[config.mk]
export PLATFORM = sky130hd
export DESIGN_NAME = xframegen
export DESIGN_NICKNAME = d
export VERILOG_FILES = /design/src/rtl/xframegen.sv
export SDC_FILE = /design/constraint.sdc
export NUM_CORES = 1
export LEC_CHECK = 0
export CAP_MARGIN = 25
export CORE_ASPECT_RATIO = 1.1
export CORE_MARGIN = 2
export CORE_UTILIZATION = 45
export CTS_CLUSTER_SIZE = 14
export DETAILED_ROUTE_END_ITERATION = 7
export PLACE_DENSITY = 0.7
export SYNTH_ARGS = -nofsm -noshare
export SYNTH_HDL_FRONTEND = slang
export SYNTH_SLANG_ARGS = --single-unit
export TNS_END_PERCENT = 30
[constraint.sdc]
create_clock -name clk -period 9.14 [get_ports clk]
set_input_delay 0.914 -clock clk [delete_from_list [all_inputs] [get_ports clk]]
set_output_delay 0.914 -clock clk [all_outputs]
set_load 0.01 [all_outputs]
[src/rtl/xframegen.sv]
// Frame generator: reads len samples from a synchronous RAM starting at a base
// address and emits them as a framed serial stream (data, nd, head, tail, index).
module xframegen #(
    parameter int BWID       = 16,
    parameter int BWID_INDEX = 10,
    parameter int BWID_ADDR  = 10
) (
    input  logic                  clk,
    input  logic                  rst,
    input  logic                  i_start,
    input  logic [BWID_ADDR-1:0]  iv_baseaddr,
    input  logic [BWID_INDEX-1:0] iv_len,
    input  logic [7:0]            iv_gap,
    output logic                  o_rden,
    output logic [BWID_ADDR-1:0]  ov_rdaddr,
    input  logic [BWID-1:0]       iv_rddata,
    output logic [BWID-1:0]       ov_data,
    output logic                  o_nd,
    output logic                  o_head,
    output logic                  o_tail,
    output logic [BWID_INDEX-1:0] ov_index,
    output logic                  o_busy,
    output logic                  o_done,
    output logic                  o_err,
    output logic [1:0]            dbg_state
);

    // Output stream: o_nd qualifies ov_data/o_head/o_tail/ov_index for exactly one
    // cycle. There is no backpressure; a consumer must take every beat it sees.
    typedef enum logic [1:0] {IDLE, READ, GAP, DRAIN} state_t;

    state_t                state;
    logic [BWID_ADDR-1:0]  base_r;
    logic [BWID_INDEX-1:0] len_m1;
    logic [7:0]            gap_r;
    logic [7:0]            gap_cnt;
    logic [BWID_INDEX-1:0] k;
    logic [BWID_INDEX-1:0] k_next;

    // Stage 1 flags travel with the RAM read latency
    logic                  rd_v1;
    logic                  first1;
    logic                  last1;
    logic [BWID_INDEX-1:0] idx1;

    assign k_next    = k + 1'b1;
    assign dbg_state = state;

    always_ff @(posedge clk) begin
        if (rst) begin
            state     <= IDLE;
            base_r    <= '0;
            len_m1    <= '0;
            gap_r     <= '0;
            gap_cnt   <= '0;
            k         <= '0;
            rd_v1     <= 1'b0;
            first1    <= 1'b0;
            last1     <= 1'b0;
            idx1      <= '0;
            o_rden    <= 1'b0;
            ov_rdaddr <= '0;
            ov_data   <= '0;
            o_nd      <= 1'b0;
            o_head    <= 1'b0;
            o_tail    <= 1'b0;
            ov_index  <= '0;
            o_busy    <= 1'b0;
            o_done    <= 1'b0;
            o_err     <= 1'b0;
        end else begin
            o_done <= 1'b0;
            o_err  <= 1'b0;

            rd_v1  <= o_rden;
            first1 <= o_rden && (k == '0);
            last1  <= o_rden && (k == len_m1);
            idx1   <= k;

            o_nd     <= rd_v1;
            o_head   <= rd_v1 && first1;
            o_tail   <= rd_v1 && last1;
            ov_index <= rd_v1 ? idx1 : '0;
            if (rd_v1) begin
                ov_data <= iv_rddata;
            end

            case (state)
                IDLE: begin
                    if (i_start) begin
                        // Single-beat frames are rejected: head and tail must be distinct beats
                        if (iv_len >= BWID_INDEX'(2)) begin
                            base_r    <= iv_baseaddr;
                            len_m1    <= iv_len - 1'b1;
                            gap_r     <= iv_gap;
                            k         <= '0;
                            o_busy    <= 1'b1;
                            o_rden    <= 1'b1;
                            ov_rdaddr <= iv_baseaddr;
                            state     <= READ;
                        end else begin
                            o_err <= 1'b1;
                        end
                    end
                end
                READ: begin
                    if (k == len_m1) begin
                        o_rden <= 1'b0;
                        state  <= DRAIN;
                    end else begin
                        k <= k_next;
                        if (gap_r != 8'd0) begin
                            o_rden  <= 1'b0;
                            gap_cnt <= gap_r - 8'd1;
                            state   <= GAP;
                        end else begin
                            o_rden    <= 1'b1;
                            ov_rdaddr <= base_r + BWID_ADDR'(k_next);
                        end
                    end
                end
                GAP: begin
                    if (gap_cnt == 8'd0) begin
                        o_rden    <= 1'b1;
                        ov_rdaddr <= base_r + BWID_ADDR'(k);
                        state     <= READ;
                    end else begin
                        gap_cnt <= gap_cnt - 8'd1;
                    end
                end
                DRAIN: begin
                    // The tail beat is on the output this cycle; completion follows it
                    if (o_tail) begin
                        o_done <= 1'b1;
                        o_busy <= 1'b0;
                        state  <= IDLE;
                    end
                end
                default: state <= IDLE;
            endcase
        end
    end

endmodule

# Word level (Yosys, flattened, before mapping)
# Cells that the tools add are included.
[classes]
add_sub_neg = 6
n_lt_le_gt_ge = 1
eq_ne = 13
mux = 31
n_bitwise = 4
reduce_logical = 22
[ops]
columns = ["op", "count"]
rows = [
  ["10-bit 2-to-1 mux", 8],
  ["10-bit case mux with 3 select lines", 1],
  ["8-bit 2-to-1 mux", 3],
  ["10-bit adder", 2],
  ["10-bit case mux with 2 select lines", 1],
  ["2-bit inequality test (second input constant)", 8],
  ["8-bit case mux with 2 select lines", 1],
  ["4-bit AND reduction", 4],
  ["8-bit by 1-bit subtractor with 8-bit output (second input constant)", 2],
  ["2-bit 2-to-1 mux", 6],
  ["10-bit by 1-bit adder with 10-bit output (second input constant)", 1],
  ["10-bit == test", 1],
  ["10-bit by 2-bit >= comparator with 1-bit output (second input constant)", 1],
  ["10-bit logical NOT", 1],
  ["10-bit by 1-bit subtractor with 10-bit output (second input constant)", 1],
  ["8-bit logical NOT", 1],
  ["1-bit 2-to-1 mux", 8],
  ["2-bit case mux with 4 select lines", 1],
  ["8-bit nonzero test", 1],
  ["6-bit AND reduction", 1],
  ["2-bit nonzero test", 3],
  ["5-bit AND reduction", 1],
  ["2-bit == test (second input constant)", 2],
  ["1-bit logical AND", 4],
  ["10 further kinds", 14],
]
[word_totals]
regBits = 104

# Logic depth before layout (Yosys ltp)
# Gate-level depths: netlist of run 1.
[logic_depth]
word_depth = 5
mapped_depth = 15
ltp_nobuf = 12

# Least setup slack after synthesis of run 1
# No wires, ideal clock.
[synth_timing]
path_type = "flip-flop to flip-flop"
startpoint = "register state[0], in the netlist dbg_state[0]"
endpoint = "register ov_rdaddr[6]"
setup_time_ns = 0.133
arrival_ns = 3.102
required_ns = 9.007
path_slack_ns = 5.904
stages_incl_launch_ff = 16
path_buffers = 3
period_less_slack_ns = 3.236
path_cell_list = "dfxtp_1 -> inv_1 -> ha_1 -> buf_2 -> buf_1 -> clkbuf_1 -> xnor2_1 -> ha_1 -> inv_1 -> fa_1 -> nor2b_1 -> o31a_1 -> o21ai_0 -> and3_1 -> o21ai_0 -> a311oi_1"
[synth_between]
elab_chain_len = 3
word_cells_on_any_way = 11
classes_between = "7 x eq/ne; 1 x mux; 3 x reduce/logical"
[synth_lines]
columns = ["element", "line_no", "text"]
rows = [
  ["from (decl)", "32", "state_t state;"],
  ["from (signal assigned)", "51", "state <= IDLE;"],
  ["from (signal assigned)", "100", "state <= READ;"],
  ["from (signal assigned)", "109", "state <= DRAIN;"],
  ["2-bit by 1-bit == test with 1-bit output, or another cell as far along", "88", "case (state)"],
  ["2-bit inequality test (no source line) / 3-bit nonzero test (equally long branches)", "--", ""],
  ["6-bit AND reduction (no source line)", "--", ""],
  ["to (signal assigned)", "99", "ov_rdaddr <= iv_baseaddr;"],
  ["to (signal assigned)", "118", "ov_rdaddr <= base_r + BWID_ADDR'(k_next);"],
  ["to (signal assigned)", "125", "ov_rdaddr <= base_r + BWID_ADDR'(k);"],
  ["to (decl)", "15", "output logic [BWID_ADDR-1:0] ov_rdaddr,"],
]
# Several ways; a longest one is shown, not always the timed one.
# A chain may end at the register's enable or synchronous reset.

# Worst setup path in the final report of run 1
[layout_timing]
startpoint = "input port iv_len[0]"
endpoint = "register k[9]"
[layout_between]
elab_chain_len = 3
[layout_lines]
columns = ["element", "line_no", "text"]
rows = [
  ["from (decl)", "12", "input logic [BWID_INDEX-1:0] iv_len,"],
  ["10-bit by 2-bit >= comparator with 1-bit output", "92", "if (iv_len >= BWID_INDEX'(2)) begin"],
  ["2-bit inequality test (no source line)", "--", ""],
  ["4-bit AND reduction (no source line)", "--", ""],
  ["to (signal assigned)", "111", "k <= k_next;"],
  ["to (decl)", "37", "logic [BWID_INDEX-1:0] k;"],
]
# No other way between the ends.

==> results of run 1 <==
## path summary, 6_finish.rpt
check | to | slack (ns) | cells past startpoint
max reg2reg | ov_rdaddr[6] | 5.98 | 13
min reg2reg | ov_index[1] | 0.43 | 1
min | ov_index[1] | 0.43 | 1
max | k[9] | 5.45 | 9
## stage by stage
step                std cells  area [µm²]
floorplan                 584        5050
global placement          791        6008
detailed placement        791        6008
CTS                       805        6294
global route              805        6294
finish                    805        6294
## synthesized netlist by cell type, drive strengths merged, types with 3 or more instances
cell type    n
dfxtp      104
nor2        65
nand2       60
a21oi       41
mux2i       22
a211oi      21
clkbuf      20
inv         20
nor3        20
ha          18
xor2        18
o21ai       17
and2        14
buf         14
nor2b       14
xnor2       12
nor4        10
nand3        9
a22o         8
a31oi        8
a21o         7
nand4        7
nor3b        5
or2          5
and3         4
a2111oi      3
mux2         3
o211ai       3
o21a         3
o32ai        3
## flip-flops by register name, summed over array words and instances (netlist names), 8 cells and up
register / count
ov_data: 16
base_r: 10
idx1: 10
k: 10
len_m1: 10
ov_index: 10
ov_rdaddr: 10
gap_cnt: 8
gap_r: 8
## cells by family after synthesis
kind of cell | after synthesis
AND/OR/NAND/NOR | 220
adder cells (fa/ha/maj) | 19
multiplexers | 25
buffers and inverters | 55
flip-flops | 104
AO/OA/AOI/OAI | 131
XOR/XNOR | 30
## critical path, stage by stage
cell and delay [ns]:
sky130_fd_sc_hd__clkdlybuf4s50_1 0.51, sky130_fd_sc_hd__inv_1 0.08, sky130_fd_sc_hd__ha_1 0.19, sky130_fd_sc_hd__nor3_1 0.41, sky130_fd_sc_hd__a41o_1 0.77, sky130_fd_sc_hd__o21ai_1 0.28, sky130_fd_sc_hd__nand2_1 0.30, sky130_fd_sc_hd__nor2_1 0.20
sky130_fd_sc_hd__a22o_1 0.25
## where the power goes
part	internal (mW)	leakage (nW)	switching, mW	total [mW]
registers	0.534	0.849	0.0666	0.601
clock network	0.210	0.137	0.163	0.373
logic	0.307	1.45	0.414	0.721
## layout make-up
class | instances | area (µm²)
Tap cell | 147 | 183.9
Timing Repair Buffer | 94 | 928.4
Multi-Input combinational cell | 425 | 2735
Clock buffer | 9 | 225.2
Clock inverter | 5 | 60.06
Sequential cell | 104 | 2082
Inverter | 21 | 78.83
Fill cell | 1031 | 4617
## metal layers
layer	share of wire	wire (µm)	track usage	vias to the layer above
met4	0.021	254	0.09778	0
met5	0	0	0	-
met1	0.47	5658	0.2540	2062
li1	-	-	-	2203
met3	0.045	546	0.02494	21
met2	0.46	5588	0.3338	138
==> metrics.md, run 1 <==
| Metric | Value |
|---|---|
| Largest area contributor in the synthesized netlist | sky130_fd_sc_hd__dfxtp_1 |
| Static leakage | around 2.4 nW |
| Final worst slack | roughly 5.5 ns |
| Die Y-Extent | roughly 120 µm |
| Launching element type of the critical path | input port |
| Highest ir drop seen on vdd | slightly above 0.1 mV |
| Gpl congestion | 0.9023 |
| Top cells by area in the synthesized netlist | sky130_fd_sc_hd__dfxtp_1 41%, sky130_fd_sc_hd__nor2_1 4.8%, sky130_fd_sc_hd__ha_1 4.5% |
| Maximum frequency from static timing analysis | 271.3 MHz |
| Detail-routed via count per cell | around 5.5 |
| Run status | finished, final reports clean |
| Die Width | 105.0 µm |
| Number of port buffers | 91 |
| Via count of the first global-routing pass | around 4000 |
| Die Footprint | 0.01209 mm² |
| DRC violations left | 0 |
| I/O pin count | 92 |
| Root buffer cell | sky130_fd_sc_hd__clkbuf_16 |
| CP Data Required Time | 9.37 ns |
| Type of the worst setup path | input port to flop |
| Post-Route Setup TNS | 0 ns |
| Buffers from clock root to sink, at most | 2 |
| Dominant combinational cell family by area after synthesis | simple AND/OR/NAND/NOR gates |
| Power consumption | between 1.5 and 2 mW |
| DRC violation total after the first TritonRoute iteration | ~270 |
| Net count after synthesis | 650 |
| Wire length after detailed routing | 12050 µm |
| Final critical-path share of the clock period | 0.4032 |
| Top-area cell type share of the netlist area | 0.4123 |
| Total via count after detailed routing | 4424 |
| Rel. slew slack | 0.3596 |
| Min Clock Period, post-route | 3.685 ns |
| Post-route ant nets | 0 |
| Most frequent cells in the layout | 104 x sky130_fd_sc_hd__dfxtp_1, 90 x sky130_fd_sc_hd__clkdlybuf4s50_1, 65 x sky130_fd_sc_hd__nor2_1, 60 x sky130_fd_sc_hd__nand2_1, 41 x sky130_fd_sc_hd__a21oi_1 |
| Clock-pin slew on the worst setup and hold paths | 0.07 ns |
| Worst EP arrival | 3.91 ns |
| Seq/Total Area, Yosys | 0.4123 |
| Leading cell type in the layout, fill and taps excluded | sky130_fd_sc_hd__dfxtp_1 |
| Placement row count | 40 |
| Global router's overall resource usage | 0.1986 |
| Post-CTS Setup Repair Bufs | 0 |
| Clock Latency Late Sink | 0.34 ns |
| Share of cell area taken by muxes after synthesis | 0.05030 |
| Fin. Hold Viols | 0 |
| Launching element of the worst setup path | iv_len[0] |
| TritonCTS Buffers | 9 |
| Share of layout cells above drive strength 1 | 0.05015 |
| TritonCTS Sinks | 104 |
| WHS | 0.4264 ns |
| Power density cells | 269.3 mW/mm² |
| Mean instance size in the synthesized netlist | 8.647 µm² |
| Antenna diode count | 0 |
| Fraction of the mapped netlist area in compound gates | 0.1742 |
| Antenna violations before repair | 0 |
| Adder and majority gate portion of the synthesized area | 0.04856 |
| Post-Synthesis Cells | 584 |
| TritonCTS clock tree | built |
| Setup slack at placement | just over 5 ns |
| Overflow left after global routing | 0 |
| Worst Setup End Kind | flop |
| Async SR Flop Fraction | 0 |
| Hold buffer count at cts | 0 |
| Largest fanout of any net on the critical path | 21 |
| Reg-to-reg startpoint | dbg_state[0] |
| Synthesized cell area | 0.005050 mm² |
| Core Util, Final | 0.5768 |
| Post-synth EDFFs | 0 |
| RSZ-0062 raised after global routing | false |
| Placed wire-length estimate after detailed placement | 8683 µm |
| Number of flip-flops and latches in the synthesized netlist | 104 |
| Core ar. | approximately 0.011 mm² |
| Drt wl/cell | 14.97 µm |
| Worst Skew | 0.006667 ns |
| Signed area change from the synthesized netlist to the final layout | 24.63% |
| Maximum number of pins on one net before global-route repair | 90 |
| Library cells used by synthesis | 59 |
| Number of gates given a new drive strength after cts | 0 |
| Pin slew with the least headroom to its limit | 0.9593 ns |
| XOR/XNOR share of the synthesized area | 0.05203 |
| Setup violators final | 0 |
| Hold crit path type | flop to flop |
| H-tree depth | 3 |
| Number of max-slew violations in the final report | 0 |
| Max-cap viol count | 0 |
| Drt first pass iters | 5 |
| First-pass GRT wire length | 19630 µm |
| Synth Area in Simple Gates | 0.2153 |
| Primary flip-flop cell chosen by synthesis mapping | sky130_fd_sc_hd__dfxtp_1 |
| Starting density of the core | 0.4628 |
| Number of warnings printed during yosys synthesis | 0 |
| Final net count | 721 |
| Worst min-delay path startpoint | idx1[1] |
(Power assumes the default switching activity.)
==> inputs of run 2 (changes only) <==
==> constraint.sdc (replaced) <==
create_clock -name clk -period 3.4 [get_ports clk]
set_input_delay 0.34 -clock clk [delete_from_list [all_inputs] [get_ports clk]]
set_output_delay 0.34 -clock clk [all_outputs]
set_load 0.01 [all_outputs]
==> run 2 against run 1 <==
Non-clock buffer count increased by 3. Clock skew increased by 0.0047 ns. Routed wire length increased by 0.21%. Die area unchanged. First-iteration DRC count increased by 14%. Via count decreased by 0.27%. Critical path depth increased by 3. Cell count increased by 0.62%. Global-route usage increased by 0.12 points. Design area increased by 0.78%. Sequential cell count unchanged.
==> metrics.md, run 2 (synthesized netlist as in run 1, its figures left out) <==
| Metric | Value |
|---|---|
| Leading cell type in the layout, fill and taps excluded | sky130_fd_sc_hd__dfxtp_1 |
| Post-route ant nets | 0 |
| RSZ-0062 raised after global routing | false |
| WHS | 0.4267 ns |
| Global router's overall resource usage | 0.1997 |
| Maximum frequency from static timing analysis | 333.6 MHz |
| Share of total power in combinational logic | 0.427 |
| CP Data Required Time | 3.66 ns |
| TritonCTS clock tree | built |
| Starting density of the core | 0.4628 |
| First-pass GRT wire length | 19740 µm |
| Type of the worst setup path | flop to flop |
| Drt first pass iters | 5 |
| Pin slew with the least headroom to its limit | 0.9091 ns |
| Core ar. | 0.01091 mm² |
| Placement row count | 40 |
| Proportion of total power due to net switching | 0.3887 |
| Worst EP arrival | about 3.3 ns |
| Run status | finished, final reports clean |
| Cell Int Power | 2.817 mW |
| Hold crit path type | flop to flop |
| Largest fanout of any net on the critical path | 11 |
| Power consumption | 4.608 mW |
| H-tree depth | 3 |
| Number of port buffers | 91 |
| Share of layout cells above drive strength 1 | 0.05732 |
| Post-Route Setup TNS | 0 ns |
| Setup violators final | 0 |
| Die Width | 105.0 µm |
| Number of max-slew violations in the final report | 0 |
| Post-CTS Setup Repair Bufs | 0 |
| Switching power | 1.791 mW |
| Antenna violations before repair | 0 |
| Sequential cell area | between 0.002 and 0.0025 mm² |
| DRC violation total after the first TritonRoute iteration | 312 |
| Buffers from clock root to sink, at most | 2 |
| Clock-pin slew on the worst setup and hold paths | 0.08 ns |
| Top reg by flops | ov_data |
| Core Util, Final | 0.5813 |
| Final critical-path share of the clock period | 0.8817 |
| Die Footprint | 0.01209 mm² |
| Hold buffer count at cts | 0 |
| Worst Setup End Kind | flop |
| Clock Latency Late Sink | 0.35 ns |
| Drt wl/cell | approximately 15 µm |
| Overflow left after global routing | 0 |
| Antenna diode count | 0 |
| Number of flip-flops under the largest register name | 16 |
| R2R setup slack | slightly above 0.4 ns |
| Filler cell count | 1014 |
| Worst Skew | 0.01135 ns |
| TritonCTS Buffers | 9 |
| Rel. slew slack | 0.3931 |
| Wire length after detailed routing | 12070 µm |
| Area occupied by multi-input gates | around 0.0027 mm² |
| Via count of the first global-routing pass | approximately 4000 |
| Gpl congestion | 0.9000 |
| Clock power frac | 0.222 |
| Number of gates given a new drive strength after cts | 0 |
| Maximum number of pins on one net before global-route repair | 64 |
| I/O pin count | 92 |
| Detail-routed via count per cell | 5.447 |
| Static leakage | 2.463 nW |
| DRC violations left | 0 |
| Placed wire-length estimate after detailed placement | just under 9000 µm |
| Power density cells | 726.5 mW/mm² |
| Min Clock Period, post-route | 2.998 ns |
| Fin. Hold Viols | 0 |
| Part of the power in registers | 0.351 |
| Root buffer cell | sky130_fd_sc_hd__clkbuf_16 |
| Max-cap viol count | 0 |
| Final net count | 724 |
| Highest ir drop seen on vdd | around 0.34 mV |
| Most frequent cells in the layout | 104 x sky130_fd_sc_hd__dfxtp_1, 90 x sky130_fd_sc_hd__clkdlybuf4s50_1, 65 x sky130_fd_sc_hd__nor2_1, 60 x sky130_fd_sc_hd__nand2_1, 41 x sky130_fd_sc_hd__a21oi_1 |
| TritonCTS Sinks | 104 |
| Signed area change from the synthesized netlist to the final layout | 25.59% |
| Launching element type of the critical path | flop |
| Total via count after detailed routing | 4412 |
| Die Y-Extent | 115.1 µm |
-- run 2: cell count changes in the layout (fill, tap and decap cells not counted), sizes merged --
cell    change
bufinv      -1
buf         +3
clkbuf      +1
inv         +5
clkinv      -3
-- run 2: routing by layer --
layer / up-vias / wire length (µm) / track usage
li1: 2210 / - / -
met1: 2023 / 5590 / 0.2635
met2: 167 / 5493 / 0.3286
met3: 12 / 830 / 0.03912
met4: 0 / 157 / 0.07022
met5: - / 0 / 0
-- run 2: cell type report --
type                    count  area share
inverters                  21     0.01243
flip-flops and latches    104      0.3283
repair buffers             97      0.1525
clock inverters             6    0.008877
well taps                 147     0.02900
clock buffers              10     0.03768
multi-input cells         425      0.4312
-- run 2: critical path, stage by stage, from the launching register on --
cell and delay [ns]:
sky130_fd_sc_hd__dfxtp_1 0.40, sky130_fd_sc_hd__inv_1 0.09, sky130_fd_sc_hd__ha_1 0.36, sky130_fd_sc_hd__inv_2 0.23, sky130_fd_sc_hd__nand2_1 0.09, sky130_fd_sc_hd__xnor2_1 0.14
sky130_fd_sc_hd__ha_1 0.33, sky130_fd_sc_hd__nor2b_1 0.17, sky130_fd_sc_hd__o31a_1 0.27, sky130_fd_sc_hd__o21ai_0 0.30, sky130_fd_sc_hd__and3_1 0.20, sky130_fd_sc_hd__o21ai_0 0.08
sky130_fd_sc_hd__a311oi_1 0.26
-- run 2: final timing paths --
| kind | startpoint | end | cells after the start |
|---|---|---|---|
| setup reg to reg | dbg_state[0] | ov_rdaddr[6] | 12 |
| hold reg to reg | idx1[8] | ov_index[8] | 1 |
| setup / recovery | dbg_state[0] | ov_rdaddr[6] | 12 |
| hold / removal | idx1[8] | ov_index[8] | 1 |
-- run 2: power by group through the flow --
stage	logic, mW	clock network [mW]	registers (mW)
2_1_floorplan	1.37	0	1.63
3_3_place_gp	1.91	0	1.64
3_5_place_dp	1.95	0	1.64
4_1_cts	1.96	1.04	1.62
5_1_grt	2.17	1.10	1.65
6_report	1.97	1.02	1.62
-- run 2: stage by stage --
step           std cells  setup slack (ns)  instance area (µm²)
2_1_floorplan        584            0.1644                 5050
6_report             810            0.4024                 6342
4_1_cts              810            0.4266                 6342
3_5_place_dp         794            0.4530                 6047
5_1_grt              810            0.1924                 6342
3_3_place_gp         793            0.5542                 6036
